==> config.mk <==
export PLATFORM = sky130hd
export DESIGN_NAME = int_ctrl
export DESIGN_NICKNAME = d
export VERILOG_FILES = /design/src/rtl/intc_pkg.sv /design/src/rtl/intc_sync.sv /design/src/rtl/int_ctrl.sv
export SDC_FILE = /design/constraint.sdc
export NUM_CORES = 1
export LEC_CHECK = 0
export ABC_AREA = 0
export BUFFER_PORTS_ARGS = -buffer_cell sky130_fd_sc_hd__buf_2
export CAP_MARGIN = 20
export CELL_PAD_IN_SITES_DETAIL_PLACEMENT = 0
export CELL_PAD_IN_SITES_GLOBAL_PLACEMENT = 1
export CORE_MARGIN = 2
export CORE_UTILIZATION = 36
export DETAILED_ROUTE_END_ITERATION = 10
export PLACE_DENSITY_LB_ADDON = 0.1
export SETUP_SLACK_MARGIN = 0.3
export SLEW_MARGIN = 20
export SYNTH_ARGS = -nofsm -noshare
export SYNTH_HDL_FRONTEND = slang
export SYNTH_SLANG_ARGS = --single-unit
==> constraint.sdc <==
create_clock -name clk -period 2.3 [get_ports clk]
set_clock_uncertainty 0.1 [all_clocks]
set_input_delay 0.23 -clock clk [delete_from_list [all_inputs] [get_ports clk]]
set_output_delay 0.23 -clock clk [all_outputs]
set_load 0.03 [all_outputs]
==> src/rtl/intc_pkg.sv <==
// intc_pkg: register map, CTRL/ISR bit positions, FSM states and defaults
// shared by the interrupt controller files.
package intc_pkg;

  localparam int NUM_SRC_DEF = 6;   // default number of interrupt sources
  localparam int ID_W        = 3;   // width of the source id held in ISR

  // Register offsets, addressed by dev_addr (bus address bits [3:2])
  localparam logic [1:0] REG_MASK = 2'd0;
  localparam logic [1:0] REG_PEND = 2'd1;
  localparam logic [1:0] REG_ISR  = 2'd2;
  localparam logic [1:0] REG_CTRL = 2'd3;

  // Bit positions inside CTRL and ISR
  localparam int CTRL_GIE = 0;
  localparam int ISR_VLD  = 31;

  typedef enum logic [1:0] {
    ST_IDLE    = 2'd0,
    ST_REQ     = 2'd1,
    ST_SERVICE = 2'd2
  } state_e;

endpackage

==> src/rtl/intc_sync.sv <==
// intc_sync: SYNC_STAGES-deep synchronizer for one interrupt line, followed
// by one register stage that gives a registered level and a registered
// one-cycle rising-edge pulse.
module intc_sync #(
  parameter int SYNC_STAGES = 2
) (
  input  logic clk,
  input  logic rst,
  input  logic i_async,
  output logic o_level,
  output logic o_rise
);

  logic [SYNC_STAGES-1:0] r_sync;
  logic                   r_level;
  logic                   r_rise;

  // Synchronizer chain, stage 0 samples the asynchronous line
  always_ff @(posedge clk or negedge rst) begin
    if (!rst) begin
      r_sync <= '0;
    end else begin
      r_sync[0] <= i_async;
      for (int i = 1; i < SYNC_STAGES; i++) r_sync[i] <= r_sync[i-1];
    end
  end

  // Registered level and rising edge of the synchronized line
  always_ff @(posedge clk or negedge rst) begin
    if (!rst) begin
      r_level <= 1'b0;
      r_rise  <= 1'b0;
    end else begin
      r_level <= r_sync[SYNC_STAGES-1];
      r_rise  <= r_sync[SYNC_STAGES-1] & ~r_level;
    end
  end

  assign o_level = r_level;
  assign o_rise  = r_rise;

endmodule

==> src/rtl/int_ctrl.sv <==
// int_ctrl: interrupt controller between device IRQ lines and the CPU
// hardware-interrupt inputs. Registers MASK/PEND/ISR/CTRL on a small bus,
// fixed lowest-index-first priority, single outstanding request, no nesting.
// Build option: INTC_EDGE_EN makes PEND edge-latched with W1C/ack clear;
// without it PEND mirrors the synchronized source level.
module int_ctrl
  import intc_pkg::*;
#(
  parameter int NUM_SRC     = NUM_SRC_DEF,
  parameter int SYNC_STAGES = 2
) (
  input  logic               clk,
  input  logic               rst,
  input  logic [1:0]         dev_addr,
  input  logic [31:0]        dev_wd,
  input  logic               we_intc,
  output logic [31:0]        dev_rd,
  input  logic [NUM_SRC-1:0] irq_src,
  input  logic               int_ack,
  input  logic               int_eoi,
  output logic [NUM_SRC-1:0] HWInt
);

  localparam logic [NUM_SRC-1:0] ONE = NUM_SRC'(1);

  logic [NUM_SRC-1:0] w_level;
  logic [NUM_SRC-1:0] w_rise;

  logic [NUM_SRC-1:0] r_mask;
  logic [NUM_SRC-1:0] r_pend;
  logic               r_gie;
  logic               r_isr_vld;
  logic [ID_W-1:0]    r_isr_id;
  logic [ID_W-1:0]    r_req_id;
  logic [NUM_SRC-1:0] r_hwint;
  state_e             r_state;

  logic [NUM_SRC-1:0] w_pend_nxt;
  logic [NUM_SRC-1:0] w_active;
  logic [NUM_SRC-1:0] w_req_oh;
  logic               w_req_live;
  logic [ID_W-1:0]    w_low_id;
  logic               w_wr_mask;
  logic               w_wr_pend;
  logic               w_wr_ctrl;
  logic               w_ack_take;

  state_e             w_state_nxt;
  logic [ID_W-1:0]    w_req_id_nxt;
  logic [NUM_SRC-1:0] w_hwint_nxt;
  logic               w_isr_vld_nxt;
  logic [ID_W-1:0]    w_isr_id_nxt;
  logic               w_unused;

  intc_sync #(.SYNC_STAGES(SYNC_STAGES)) u_sync [NUM_SRC-1:0] (
    .clk     (clk),
    .rst     (rst),
    .i_async (irq_src),
    .o_level (w_level),
    .o_rise  (w_rise)
  );

  assign w_wr_mask  = we_intc && (dev_addr == REG_MASK);
  assign w_wr_pend  = we_intc && (dev_addr == REG_PEND);
  assign w_wr_ctrl  = we_intc && (dev_addr == REG_CTRL);
  assign w_ack_take = (r_state == ST_REQ) && int_ack;
  assign w_active   = r_pend & r_mask & {NUM_SRC{r_gie}};
  assign w_req_oh   = ONE << r_req_id;
  assign w_req_live = |(w_active & w_req_oh);

  // Only one of w_level / w_rise feeds PEND in a given build
  assign w_unused = ^{dev_wd[31:NUM_SRC], w_level, w_rise, w_wr_pend};

  // PEND next value: set wins over any same-cycle clear
  always_comb begin
`ifdef INTC_EDGE_EN
    logic [NUM_SRC-1:0] clr;
    clr = '0;
    if (w_wr_pend)  clr = clr | dev_wd[NUM_SRC-1:0];
    if (w_ack_take) clr = clr | w_req_oh;
    w_pend_nxt = (r_pend & ~clr) | w_rise;
`else
    w_pend_nxt = w_level;
`endif
  end

  // Lowest-index enabled pending source
  always_comb begin
    w_low_id = '0;
    for (int i = NUM_SRC - 1; i >= 0; i--)
      if (w_active[i]) w_low_id = ID_W'(i);
  end

  // Bus-visible configuration and pending registers
  always_ff @(posedge clk or negedge rst) begin
    if (!rst) begin
      r_mask <= '0;
      r_gie  <= 1'b0;
      r_pend <= '0;
    end else begin
      if (w_wr_mask) r_mask <= dev_wd[NUM_SRC-1:0];
      if (w_wr_ctrl) r_gie  <= dev_wd[CTRL_GIE];
      r_pend <= w_pend_nxt;
    end
  end

  // FSM state and the registers it owns (HWInt, req_id, ISR)
  always_ff @(posedge clk or negedge rst) begin
    if (!rst) begin
      r_state   <= ST_IDLE;
      r_req_id  <= '0;
      r_hwint   <= '0;
      r_isr_vld <= 1'b0;
      r_isr_id  <= '0;
    end else begin
      r_state   <= w_state_nxt;
      r_req_id  <= w_req_id_nxt;
      r_hwint   <= w_hwint_nxt;
      r_isr_vld <= w_isr_vld_nxt;
      r_isr_id  <= w_isr_id_nxt;
    end
  end

  // FSM next state: arbitrate in IDLE, hold/drop in REQ, wait eoi in SERVICE.
  // An ack arriving in REQ is honoured even if the source drops that cycle,
  // since HWInt was still asserted when the CPU took it.
  always_comb begin
    w_state_nxt   = r_state;
    w_req_id_nxt  = r_req_id;
    w_hwint_nxt   = r_hwint;
    w_isr_vld_nxt = r_isr_vld;
    w_isr_id_nxt  = r_isr_id;
    case (r_state)
      ST_IDLE: begin
        w_hwint_nxt = '0;
        if (|w_active) begin
          w_state_nxt  = ST_REQ;
          w_req_id_nxt = w_low_id;
          w_hwint_nxt  = ONE << w_low_id;
        end
      end
      ST_REQ: begin
        if (int_ack) begin
          w_state_nxt   = ST_SERVICE;
          w_hwint_nxt   = '0;
          w_isr_vld_nxt = 1'b1;
          w_isr_id_nxt  = r_req_id;
        end else if (!w_req_live) begin
          w_state_nxt = ST_IDLE;
          w_hwint_nxt = '0;
        end
      end
      ST_SERVICE: begin
        w_hwint_nxt = '0;
        if (int_eoi) begin
          w_state_nxt   = ST_IDLE;
          w_isr_vld_nxt = 1'b0;
        end
      end
      default: begin
        w_state_nxt = ST_IDLE;
        w_hwint_nxt = '0;
      end
    endcase
  end

  // Read mux, zero-extended
  always_comb begin
    dev_rd = '0;
    case (dev_addr)
      REG_MASK: dev_rd[NUM_SRC-1:0] = r_mask;
      REG_PEND: dev_rd[NUM_SRC-1:0] = r_pend;
      REG_ISR: begin
        dev_rd[ISR_VLD]  = r_isr_vld;
        dev_rd[ID_W-1:0] = r_isr_id;
      end
      default:  dev_rd[CTRL_GIE] = r_gie;
    endcase
  end

  assign HWInt = r_hwint;

endmodule
==> summary.md, run 1 <==
| Metric | Value |
|---|---|
| Boundary pin count | `83` |
| Final Hold Fails | `0` |
| Finished Layout Cells | `276` |
| Mean Syn Cell Area | `12.6 um^2` |
| DP Cell Count | `around 260` |
| Final min period | `1790 ps` |
| Sequential element share of the synthesized area | `approximately 58%` |
| Grt ovf | `0` |
| Vias in the first global route | `~1.2k` |
| Mapped Area | `around 0.0020 mm^2` |
| Initial Util | `36.7%` |
| Clock slew at reported path FFs | `80 ps` |
| DR pass1 iterations | `4` |
| Worst Hold Depth | `2` |
| PD cells | `963 mW/mm^2` |
| Met2 WL | `approximately 1800 um` |
| Worst Hold Endpoint | `r_mask[2]$_DFFE_PN0P_` |
| Port bufs | `31` |
| Clk root buf | `clkbuf_8` |
| Synth Warn # | `0` |
| Critical setup path kind | `register to output pin` |
| CTS HTree Levels | `2` |
| RSZ-0062 raised after global routing | `no` |
| Worst reg2reg path depth | `4` |
| Overall Power | `2.27 mW` |
| Leak Pwr | `roughly 1.1 nW` |
| Prevailing post-synth register cell | `dfrtp_1` |
| Drt drc | `0` |
| Peak VDD IR | `0.434 mV` |
| Initial detailed-routing violation count | `81` |
| Placer Congestion | `0.738` |
| Setup crit start kind | `register` |
| Highest metal used | `met4` |
| Relative slew slack | `55.6%` |
| Max FO, Critical Path | `7` |
| Largest net degree at the start of global routing | `31` |
| Post-synthesis cell type count | `40` |
| Post-layout util | `approximately 43%` |
| Post-synth EDFFs | `0` |
| Status | `finished clean` |
| # diodes | `0` |
| Async set-reset flop share out of synthesis | `100%` |
| Final setup TNS | `0 ps` |
| Tcrit/Tclk final | `77.9%` |
| Die width | `slightly below 80 um` |
| Maxcap violations | `0` |
| Area of the core | `between 0.005 and 0.006 mm^2` |
| CTS Buf Count | `5` |
| Synthesis-to-layout area growth | `18.2%` |
| Max clock buf depth | `2` |
| Initial antenna violation count | `0` |
| Post-CTS resize count | `0` |
| CTS tree | `built` |
| WL met3 | `186 um` |
| CP endpoint kind | `output pin` |
| Final Net Count | `248` |
| Min-delay worst type | `input port to register` |
| # Post-CTS Setup Buffers | `0` |
| Worst skew pair latency | `300 ps` |
| Worst-Margin Slew | `665 ps` |
| R2r setup slk | `580 ps` |
| Layout cell share with drive strength beyond 1 | `28.9%` |
| CP Data Arrival Time | `1460 ps` |
| Via-to-Cell Ratio | `4.52` |
| Final setup violation count | `0` |
| Final ANT Viol Nets | `0` |
| Row cnt | `27` |
| HPWL after DPL | `approximately 2700 um` |
| Die Footprint | `0.00616 mm^2` |
| GRT Overall Usage | `12.7%` |
| Global-route wire length before repair | `5970 um` |
| Mapped Cells | `159` |
| Required @ worst endpoint | `1970 ps` |
| Die Ht | `78.5 um` |
| Slew Limit Fails | `0` |
| Min-delay src | `dev_wd[2]` |
| Vias | `approximately 1.2k` |
| Average wire per standard cell | `13.0 um` |
| Worst R2R Start | `r_pend[3]$_DFF_PN0_` |
| WL final | `3590 um` |
| Critical R2R Capture | `r_req_id[0]$_DFFE_PN0P_` |
| Highest Clock Rate | `approximately 0.56 GHz` |
| # clock sinks | `46` |
| FF+latch count, synth | `46` |
| M1 WL | `1550 um` |
repair_timing:
item | CTS | global route
setup endpoints to repair | 0 | 0
hold buffers | 7 | 0
endpoints found under the hold margin | 34 | 0
critical path, cell delays in order, from the launching register on:
cell,delay (ps)
dfrtp_1,480
mux4_1,500
buf_2,190
state kept, by name (all words and copies together), names as in the netlist:
name	flops
r_isr_vld	1
r_mask	6
r_pend	6
r_gie	1
r_isr_id	3
r_req_id	3
u_sync.o_level	6
u_sync.r_sync	12
r_state	2
HWInt	6
worst max path at each step:
| stage | start | to |
|---|---|---|
| 2_1_floorplan | dev_addr[1] | dev_rd[1] |
| 3_3_place_gp | r_pend[3]$_DFF_PN0_ | r_req_id[0]$_DFFE_PN0P_ |
| 3_5_place_dp | r_pend[3]$_DFF_PN0_ | r_req_id[0]$_DFFE_PN0P_ |
| 4_1_cts | r_gie$_DFFE_PN0P_ | dev_rd[0] |
| 5_1_grt | r_gie$_DFFE_PN0P_ | dev_rd[0] |
| 6_report | r_gie$_DFFE_PN0P_ | dev_rd[0] |
cell usage in the layout (no fill, tap or decap), types with 3 or more instances in the layout:
master	count
buf_2	31
nand3b_1	3
nor2_1	7
dlygate4sd3_1	7
clkbuf_8	5
mux2i_1	5
mux2_2	9
nand3_1	5
nand2_1	16
conb_1	25
o21ai_0	3
dfrtp_1	46
layout make-up:
class | count | area [um^2]
flip-flops and latches | 46 | 1150
repair buffers | 40 | 240
clock inverters | 3 | 68.8
fillers | 521 | 3080
well taps | 72 | 90.1
clock buffers | 5 | 68.8
multi-input cells | 108 | 734
inverters | 2 | 7.51
report_power, final:
part | total, mW | switching [mW] | internal, mW | leakage (nW)
Clock | 0.705 | 0.270 | 0.435 | 0.0683
Combinational | 0.503 | 0.291 | 0.212 | 0.499
Sequential | 1.06 | 0.135 | 0.929 | 0.564
logic make-up (layout without fill, tap and decap cells):
family                 count (synthesis)  count (layout)  synth area share (%)
DFF                                   46              46                  57.6
and+or+nand+nor                       45              45                  12.3
buffers and inverters                 29              50                  10.1
AOI/OAI and AO/OA                     22              22                  10.1
muxes                                 16              16                  9.64
other                                  1              25                 0.188
Yosys cell counts, types with 2 or more instances:
cell	instances	area, um^2
a32o_1	2	20.0
nand3_1	5	25.0
o2bb2ai_1	2	17.5
nand3b_1	3	22.5
nor2_1	7	26.3
dfrtp_1	46	1150
a31oi_1	2	12.5
nand2_1	16	60.1
buf_4	25	188
mux2_2	9	101
o21ai_0	3	15.0
a22o_1	2	17.5
o211ai_1	2	15.0
and2_1	2	12.5
a211o_1	2	17.5
clkbuf_1	2	7.51
mux2i_1	5	50.1
or3_1	2	12.5
layer usage:
layer	vias up	GRT usage, %
met5	-	0
met4	0	4.74
met3	7	3.56
met2	41	21.2
met1	600	15.7
li1	600	-
stage by stage:
| step | setup WS (ps) | area (um^2) | hold slack, ps |
|---|---|---|---|
| 6_report | 508 | 2360 | 59.7 |
| 5_1_grt | 442 | 2360 | 42.8 |
| 4_1_cts | 486 | 2360 | 43.8 |
| 3_5_place_dp | 590 | 2150 | 206 |
| 3_3_place_gp | 590 | 2150 | 186 |
| 2_1_floorplan | 656 | 2090 | -166 |
(Power assumes the default switching activity.)
==> run 2: changes to the inputs <==
- ABC_AREA: 0 -> 1
- CORE_UTILIZATION: 36 -> 31
- clock period: 2.3 -> 1.6 ns (I/O delays scaled with it)
==> summary.md, run 2 <==
| Metric | Value |
|---|---|
| CP endpoint kind | `output pin` |
| Synth Area in Compound Gates | `4.92% (-5.2 points)` |
| Final setup margin | `181 ps (-327 ps)` |
| Status | `finished clean` |
| Overall Power | `3.17 mW (+39%)` |
| Global-route wire length before repair | `6510 um (+9.1%)` |
| WL final | `4030 um (+12%)` |
| Placer Congestion | `0.743 (+0.68%)` |
| Worst Hold Depth | `3 (+1)` |
| CP Data Arrival Time | `1160 ps (-300 ps)` |
| CTS Buf Count | `5 (unchanged)` |
| Most frequent cells in the layout | `dfrtp_1 (45), nand2_1 (40), conb_1 (25), buf_2 (25), nor2_1 (14)` |
| Clk root buf | `clkbuf_8` |
| Commonest non-fill, non-tap cell in the layout | `dfrtp_1` |
| Critical setup path kind | `register to output pin` |
| Min-delay src | `dev_wd[4]` |
| Worst Hold Endpoint | `r_mask[4]$_DFFE_PN0P_` |
| Worst reg2reg path depth | `7 (+3)` |
| Clock slew at reported path FFs | `100 ps (+20 ps)` |
| Synth Warn # | `0 (unchanged)` |
| Post-layout util | `41.0% (-2.4 points)` |
| Area share of and/or/nand/nor cells after synthesis | `23.8% (+11 points)` |
| Most frequent cell after synthesis | `dfrtp_1` |
| XOR/XNOR Fraction of Synth Area | `0% (unchanged)` |
| Die Footprint | `0.00714 mm^2 (+16%)` |
| Final ANT Viol Nets | `0 (unchanged)` |
| Async set-reset flop share out of synthesis | `100% (unchanged)` |
| DP Cell Count | `315 (+21%)` |
| WL met3 | `188 um (+1.1%)` |
| Row cnt | `29 (+7.4%)` |
| Boundary pin count | `83 (unchanged)` |
| Setup crit start kind | `register` |
| Post-synth EDFFs | `0 (unchanged)` |
| Fin area | `0.00259 mm^2 (+9.5%)` |
| RSZ-0062 raised after global routing | `yes` |
| Mapped Cells | `203 (+28%)` |
| Drt drc | `0 (unchanged)` |
| Required @ worst endpoint | `1340 ps (-630 ps)` |
| DP Area | `0.00221 mm^2 (+2.6%)` |
| Leak Pwr | `1.30 nW (+15%)` |
| Average wire per standard cell | `11.8 um (-9.2%)` |
| Initial detailed-routing violation count | `80 (-1.2%)` |
| M1 WL | `1940 um (+25%)` |
| Final setup TNS | `0 ps (unchanged)` |
| # clock sinks | `46 (unchanged)` |
| Min-delay worst type | `input port to register` |
| PD cells | `1220 mW/mm^2 (+27%)` |
| Maxcap violations | `0 (unchanged)` |
| Synthesized-area fraction occupied by adder cells | `0% (unchanged)` |
| Worst R2R Start | `r_gie$_DFFE_PN0P_` |
| Via-to-Cell Ratio | `4.18 (-7.5%)` |
| Vias in the first global route | `1290 (+8.4%)` |
| # diodes | `0 (unchanged)` |
| Worst skew pair latency | `310 ps (about the same)` |
| Sequential element share of the synthesized area | `57.3% (-0.32 points)` |
| P_sw | `1.17 mW (+68%)` |
| Max FO, Critical Path | `4 (-3)` |
| Area of the multi-input gates | `773 um^2 (+5.3%)` |
| Slew Limit Fails | `0 (unchanged)` |
| Final Hold Fails | `0 (unchanged)` |
| Post-synthesis cell type count | `25 (-38%)` |
| Layout cell share with drive strength beyond 1 | `33.3% (+4.4 points)` |
| Die Ht | `84.5 um (+7.7%)` |
| Register area | `0.00115 mm^2 (+0.11%)` |
| Final setup violation count | `0 (unchanged)` |
| FF+latch count, synth | `46 (unchanged)` |
| Mux cell area share after synthesis | `1.12% (-8.5 points)` |
| Port bufs | `31 (unchanged)` |
| Vias | `1427 (+14%)` |
| HPWL after DPL | `2800 um (+4.5%)` |
| Synth area leaders | `dfrtp_1 (57%), buf_4 (9.3%), nand2_1 (8.4%)` |
| Die width | `84.5 um (+7.7%)` |
| Largest family of logic cells by synthesized area | `simple AND/OR/NAND/NOR gates` |
| Largest net degree at the start of global routing | `29 (-6.5%)` |
| Highest metal used | `met4` |
| GRT Overall Usage | `11.9% (-0.86 points)` |
| Initial antenna violation count | `0 (unchanged)` |
| Logic pwr share | `29.5% (+7.4 points)` |
| Prevailing post-synth register cell | `dfrtp_1` |
| Final Net Count | `308 (+24%)` |
| Post-synth top cells | `dfrtp_1 (46), nand2_1 (45), buf_4 (25)` |
| Max clock buf depth | `2 (unchanged)` |
| Highest Clock Rate | `0.705 GHz` |
| Area of the core | `0.00631 mm^2 (+16%)` |
| Tcrit/Tclk final | `88.7%` |
| Final min period | `between 1000 and 1500 ps` |
| Mapped Area | `0.00201 mm^2 (+0.56%)` |
| Internal power | `2.00 mW (+27%)` |
| Clock power share | `24.2% (-6.8 points)` |
| Hold Slack | `3.08 ps (-56.6 ps)` |
| Reg power frac | `46.3% (-0.6 points)` |
| Peak VDD IR | `0.511 mV (+18%)` |
| DR pass1 iterations | `4 (unchanged)` |
| Pre-CTS setup slack | `202 ps (-387 ps)` |
| Top reg by flops | `u_sync.r_sync` |
| Finished Layout Cells | `341 (+24%)` |
| Initial Util | `31.8% (-4.9 points)` |
| R2r setup slk | `210 ps (-370 ps)` |
| Critical R2R Capture | `HWInt[3]$_DFFE_PN0P_` |
| CTS tree | `built` |
| Fill count | `660 (+27%)` |
| Synthesis-to-layout area growth | `28.7%` |
| Synth area leader | `dfrtp_1` |
| Max reg flops | `12 (unchanged)` |
| Mean Syn Cell Area | `9.90 um^2 (-21%)` |
| CTS HTree Levels | `2 (unchanged)` |
| Grt ovf | `0 (unchanged)` |
| Sw Share | `37.0% (+6.3 points)` |
| Met2 WL | `1830 um (+1.5%)` |
| Top cell type's share of synthesized area | `57.3% (-0.32 points)` |
==> run 2: cell count changes after synthesis, moves of 3 or more <==
cell      previous run  this run
nand3_2              0         5
nand2_2              0         3
inv_1                1        14
o21ai_0              3         6
nand2_1             16        45
nand3_1              5        17
nand4_1              0         3
nand3b_1             3         0
mux2_2               9         0
o21ai_1              0         3
mux2i_1              5         0
nor2_1               7        17
==> run 2: area by class of cell <==
cell class | instances | share of cell area, %
Clock buffer | 5 | 2.66
Clock inverter | 3 | 1.02
Inverter | 15 | 2.18
Multi-Input combinational cell | 140 | 29.9
Sequential cell | 46 | 44.6
Tap cell | 77 | 3.73
Timing Repair Buffer | 55 | 16.0
==> run 2: timing repair <==
item	in CTS	in global routing
setup buffers	6	1
pin swaps	9	5
endpoints found under the hold margin	28	0
gates resized for setup	22	14
hold buffers	11	0
endpoints found under the setup margin	16	16
==> run 2: cells by family (layout without fill, tap and decap cells) <==
family | count (synthesis) | count (layout)
buffers and inverters | 41 | 78
flip-flops | 46 | 46
multiplexers | 2 | 2
AO/OA/AOI/OAI | 17 | 17
AND/OR/NAND/NOR | 96 | 96
other | 1 | 25
==> run 2: critical path, cell delays in order, from the launching register on <==
cell	delay [ps]
dfrtp_1	420
buf_6	150
nand2_2	50
nand4_1	80
buf_6	150
==> run 2: worst max path at each step <==
stage                          startpoint              endpoint  slack (ps)  cells past startpoint
floorplan           r_mask[1]$_DFFE_PN0P_             dev_rd[1]         380                      2
global placement        r_gie$_DFFE_PN0P_  HWInt[3]$_DFFE_PN0P_         210                      7
detailed placement      r_gie$_DFFE_PN0P_  HWInt[4]$_DFFE_PN0P_         200                      7
CTS                     r_gie$_DFFE_PN0P_             dev_rd[0]         170                      4
global route            r_gie$_DFFE_PN0P_             dev_rd[0]         100                      4
finish                  r_gie$_DFFE_PN0P_             dev_rd[0]         180                      4
==> run 2: power groups by stage <==
stage          clock, mW  sequential, mW  combinational [mW]
6_report           0.765            1.46               0.935
2_1_floorplan          0            1.48               0.576
5_1_grt            0.858            1.49                1.04
3_5_place_dp           0            1.48               0.774
3_3_place_gp           0            1.48               0.771
4_1_cts            0.810            1.46               0.902
==> run 2: metal layers <==
metal / vias to the layer above / global-route usage, %
li1: 720 / -
met4: 0 / 4.76
met3: 6 / 3.24
met2: 39 / 17.5
met1: 662 / 16.5
met5: - / 0
==> run 3: changes to the inputs <==
--- a/config.mk
+++ b/config.mk
@@ -6,5 +6,4 @@
 export NUM_CORES = 1
 export LEC_CHECK = 0
-export ABC_AREA = 1
 export BUFFER_PORTS_ARGS = -buffer_cell sky130_fd_sc_hd__buf_2
 export CAP_MARGIN = 20
@@ -12,5 +11,5 @@
 export CELL_PAD_IN_SITES_GLOBAL_PLACEMENT = 1
 export CORE_MARGIN = 2
-export CORE_UTILIZATION = 31
+export CORE_UTILIZATION = 33
 export DETAILED_ROUTE_END_ITERATION = 10
 export PLACE_DENSITY_LB_ADDON = 0.1
==> constraint.sdc (replaced) <==
create_clock -name clk -period 1.6 [get_ports clk]
set_clock_uncertainty 0.1 [all_clocks]
set_input_delay 0.16 -clock clk [delete_from_list [all_inputs] [get_ports clk]]
set_output_delay 0.16 -clock clk [all_outputs]
set_load 0.05 [all_outputs]
==> summary.md, run 3 (same netlist as run 1, synthesis figures left out) <==
| Metric | Value |
|---|---|
| Initial detailed-routing violation count | `72 (-10%)` |
| Worst skew pair latency | `290 ps (-20 ps)` |
| Final setup margin | `-100 ps (-281 ps)` |
| Layout cell share with drive strength beyond 1 | `43.7% (+10 points)` |
| Final Net Count | `275 (-11%)` |
| CP Data Arrival Time | `1440 ps (+280 ps)` |
| CTS tree | `built` |
| Tcrit/Tclk final | `106% (+18 points)` |
| Pre-CTS setup slack | `-38.5 ps (-241 ps)` |
| Most frequent cells in the layout | `dfrtp_1 (42), conb_1 (25), buf_2 (24)` |
| CTS Buf Count | `5 (unchanged)` |
| Die width | `81.8 um (-3.2%)` |
| Required @ worst endpoint | `1340 ps (about the same)` |
| Leak Pwr | `1.27 nW (-2.5%)` |
| Final setup violation count | `7 (+7)` |
| WL final | `4060 um (+0.82%)` |
| Area of the multi-input gates | `811 um^2 (+4.9%)` |
| Boundary pin count | `83 (unchanged)` |
| Slew Limit Fails | `0 (unchanged)` |
| Grt ovf | `0 (unchanged)` |
| DP Area | `0.00228 mm^2 (+3.4%)` |
| Min-delay worst type | `input port to register` |
| Highest Clock Rate | `0.588 GHz (-17%)` |
| Maxcap violations | `0 (unchanged)` |
| Port bufs | `31 (unchanged)` |
| Synthesis-to-layout area growth | `35.8%` |
| Die Footprint | `0.00669 mm^2 (-6.3%)` |
| DP Cell Count | `278 (-12%)` |
| CP endpoint kind | `output pin` |
| Largest net degree at the start of global routing | `22 (-24%)` |
| Fill count | `563 (-15%)` |
| RSZ-0062 raised after global routing | `yes` |
| # diodes | `0 (unchanged)` |
| HPWL after DPL | `2990 um (+7.1%)` |
| Final ANT Viol Nets | `0 (unchanged)` |
| Fin area | `0.00271 mm^2 (+4.9%)` |
| GRT Overall Usage | `13.1% (+1.2 points)` |
| Violations in the final reports | `negative setup slack` |
| Initial antenna violation count | `0 (unchanged)` |
| Status | `complete, but fails checks` |
| Die Ht | `81.8 um (-3.2%)` |
| Average wire per standard cell | `13.3 um (+12%)` |
| DR pass1 iterations | `4 (unchanged)` |
| Placer Congestion | `0.722 (-2.8%)` |
| Final min period | `1700 ps (+281 ps)` |
| Clock slew at reported path FFs | `90 ps (about the same)` |
| Finished Layout Cells | `306 (-10%)` |
| Via-to-Cell Ratio | `4.52 (+8.1%)` |
| Commonest non-fill, non-tap cell in the layout | `dfrtp_1` |
| Drt drc | `0 (unchanged)` |
| Register area | `0.00116 mm^2 (+0.33%)` |
| Global-route wire length before repair | `6430 um (-1.3%)` |
| Peak VDD IR | `0.684 mV (+34%)` |
| Clk root buf | `clkbuf_8` |
| Row cnt | `28 (-3.4%)` |
| Top reg by flops | `u_sync.r_sync` |
| Vias | `1384 (-3.0%)` |
| Critical setup path kind | `register to output pin` |
| Vias in the first global route | `1356 (+5.1%)` |
| CTS HTree Levels | `2 (unchanged)` |
| Final Hold Fails | `0 (unchanged)` |
| Overall Power | `3.58 mW (+13%)` |
| Max clock buf depth | `2 (unchanged)` |
| Initial Util | `33.9% (+2.1 points)` |
| Setup crit start kind | `register` |
| Max FO, Critical Path | `2 (-2)` |
| Final setup TNS | `-308 ps (-308 ps)` |
| # clock sinks | `46 (unchanged)` |
| Area of the core | `0.00589 mm^2 (-6.8%)` |
| PD cells | `1320 mW/mm^2 (+7.7%)` |
| Max reg flops | `12 (unchanged)` |
[run 3: final cells by class]
cell class	instances	share of cell area, %
Tap cell	75	3.46
Inverter	2	0.277
Sequential cell	46	42.6
Timing Repair Buffer	67	19.5
Clock buffer	5	2.54
Multi-Input combinational cell	108	29.9
Clock inverter	3	1.75
[run 3: what timing repair did]
item | in CTS | in global routing
pin swaps | 8 | 7
hold buffers | 10 | 0
endpoints found under the hold margin | 23 | 0
buffers inserted | 7 | 3
gates resized for setup | 33 | 6
endpoints found under the setup margin | 19 | 19
[run 3: power breakdown]
group / internal, mW / switching [mW]
Sequential: 1.34 / 0.181
Clock: 0.476 / 0.395
Combinational: 0.528 / 0.652
[run 3: final timing paths]
kind	from	to	slack, ps	depth (start not counted)
worst min register to register	u_sync[0].r_sync[1]$_DFF_PN0_	u_sync[0].o_level$_DFF_PN0_	250	0
worst min-delay path	dev_wd[1]	r_mask[1]$_DFFE_PN0P_	10	2
min in group asynchronous	rst	r_gie$_DFFE_PN0P_	210	2
worst max register to register	r_mask[5]$_DFFE_PN0P_	r_req_id[0]$_DFFE_PN0P_	-100	4
worst max-delay path	r_mask[0]$_DFFE_PN0P_	dev_rd[0]	-100	3
max in group asynchronous	rst	r_pend[5]$_DFF_PN0_	600	3
[run 3: stage by stage]
step,utilization (%),hold slack [ps]
2_1_floorplan,-,-236
3_3_place_gp,38.8,-1.84
3_5_place_dp,38.8,5.82
4_1_cts,45.4,0.495
5_1_grt,46.1,0.0909
6_report,46.1,9.52
[run 3: critical path, stage by stage (launching register included)]
cell and delay [ps]:
dfrtp_1 390, buf_4 140, mux4_2 450, buf_6 170
[run 3: per-layer routing]
layer  global-route usage, %  share of wire [%]
met3                    3.85                4.6
met1                    15.4                 38
met5                       0                  0
met2                    22.2                 56
met4                    5.67                1.1
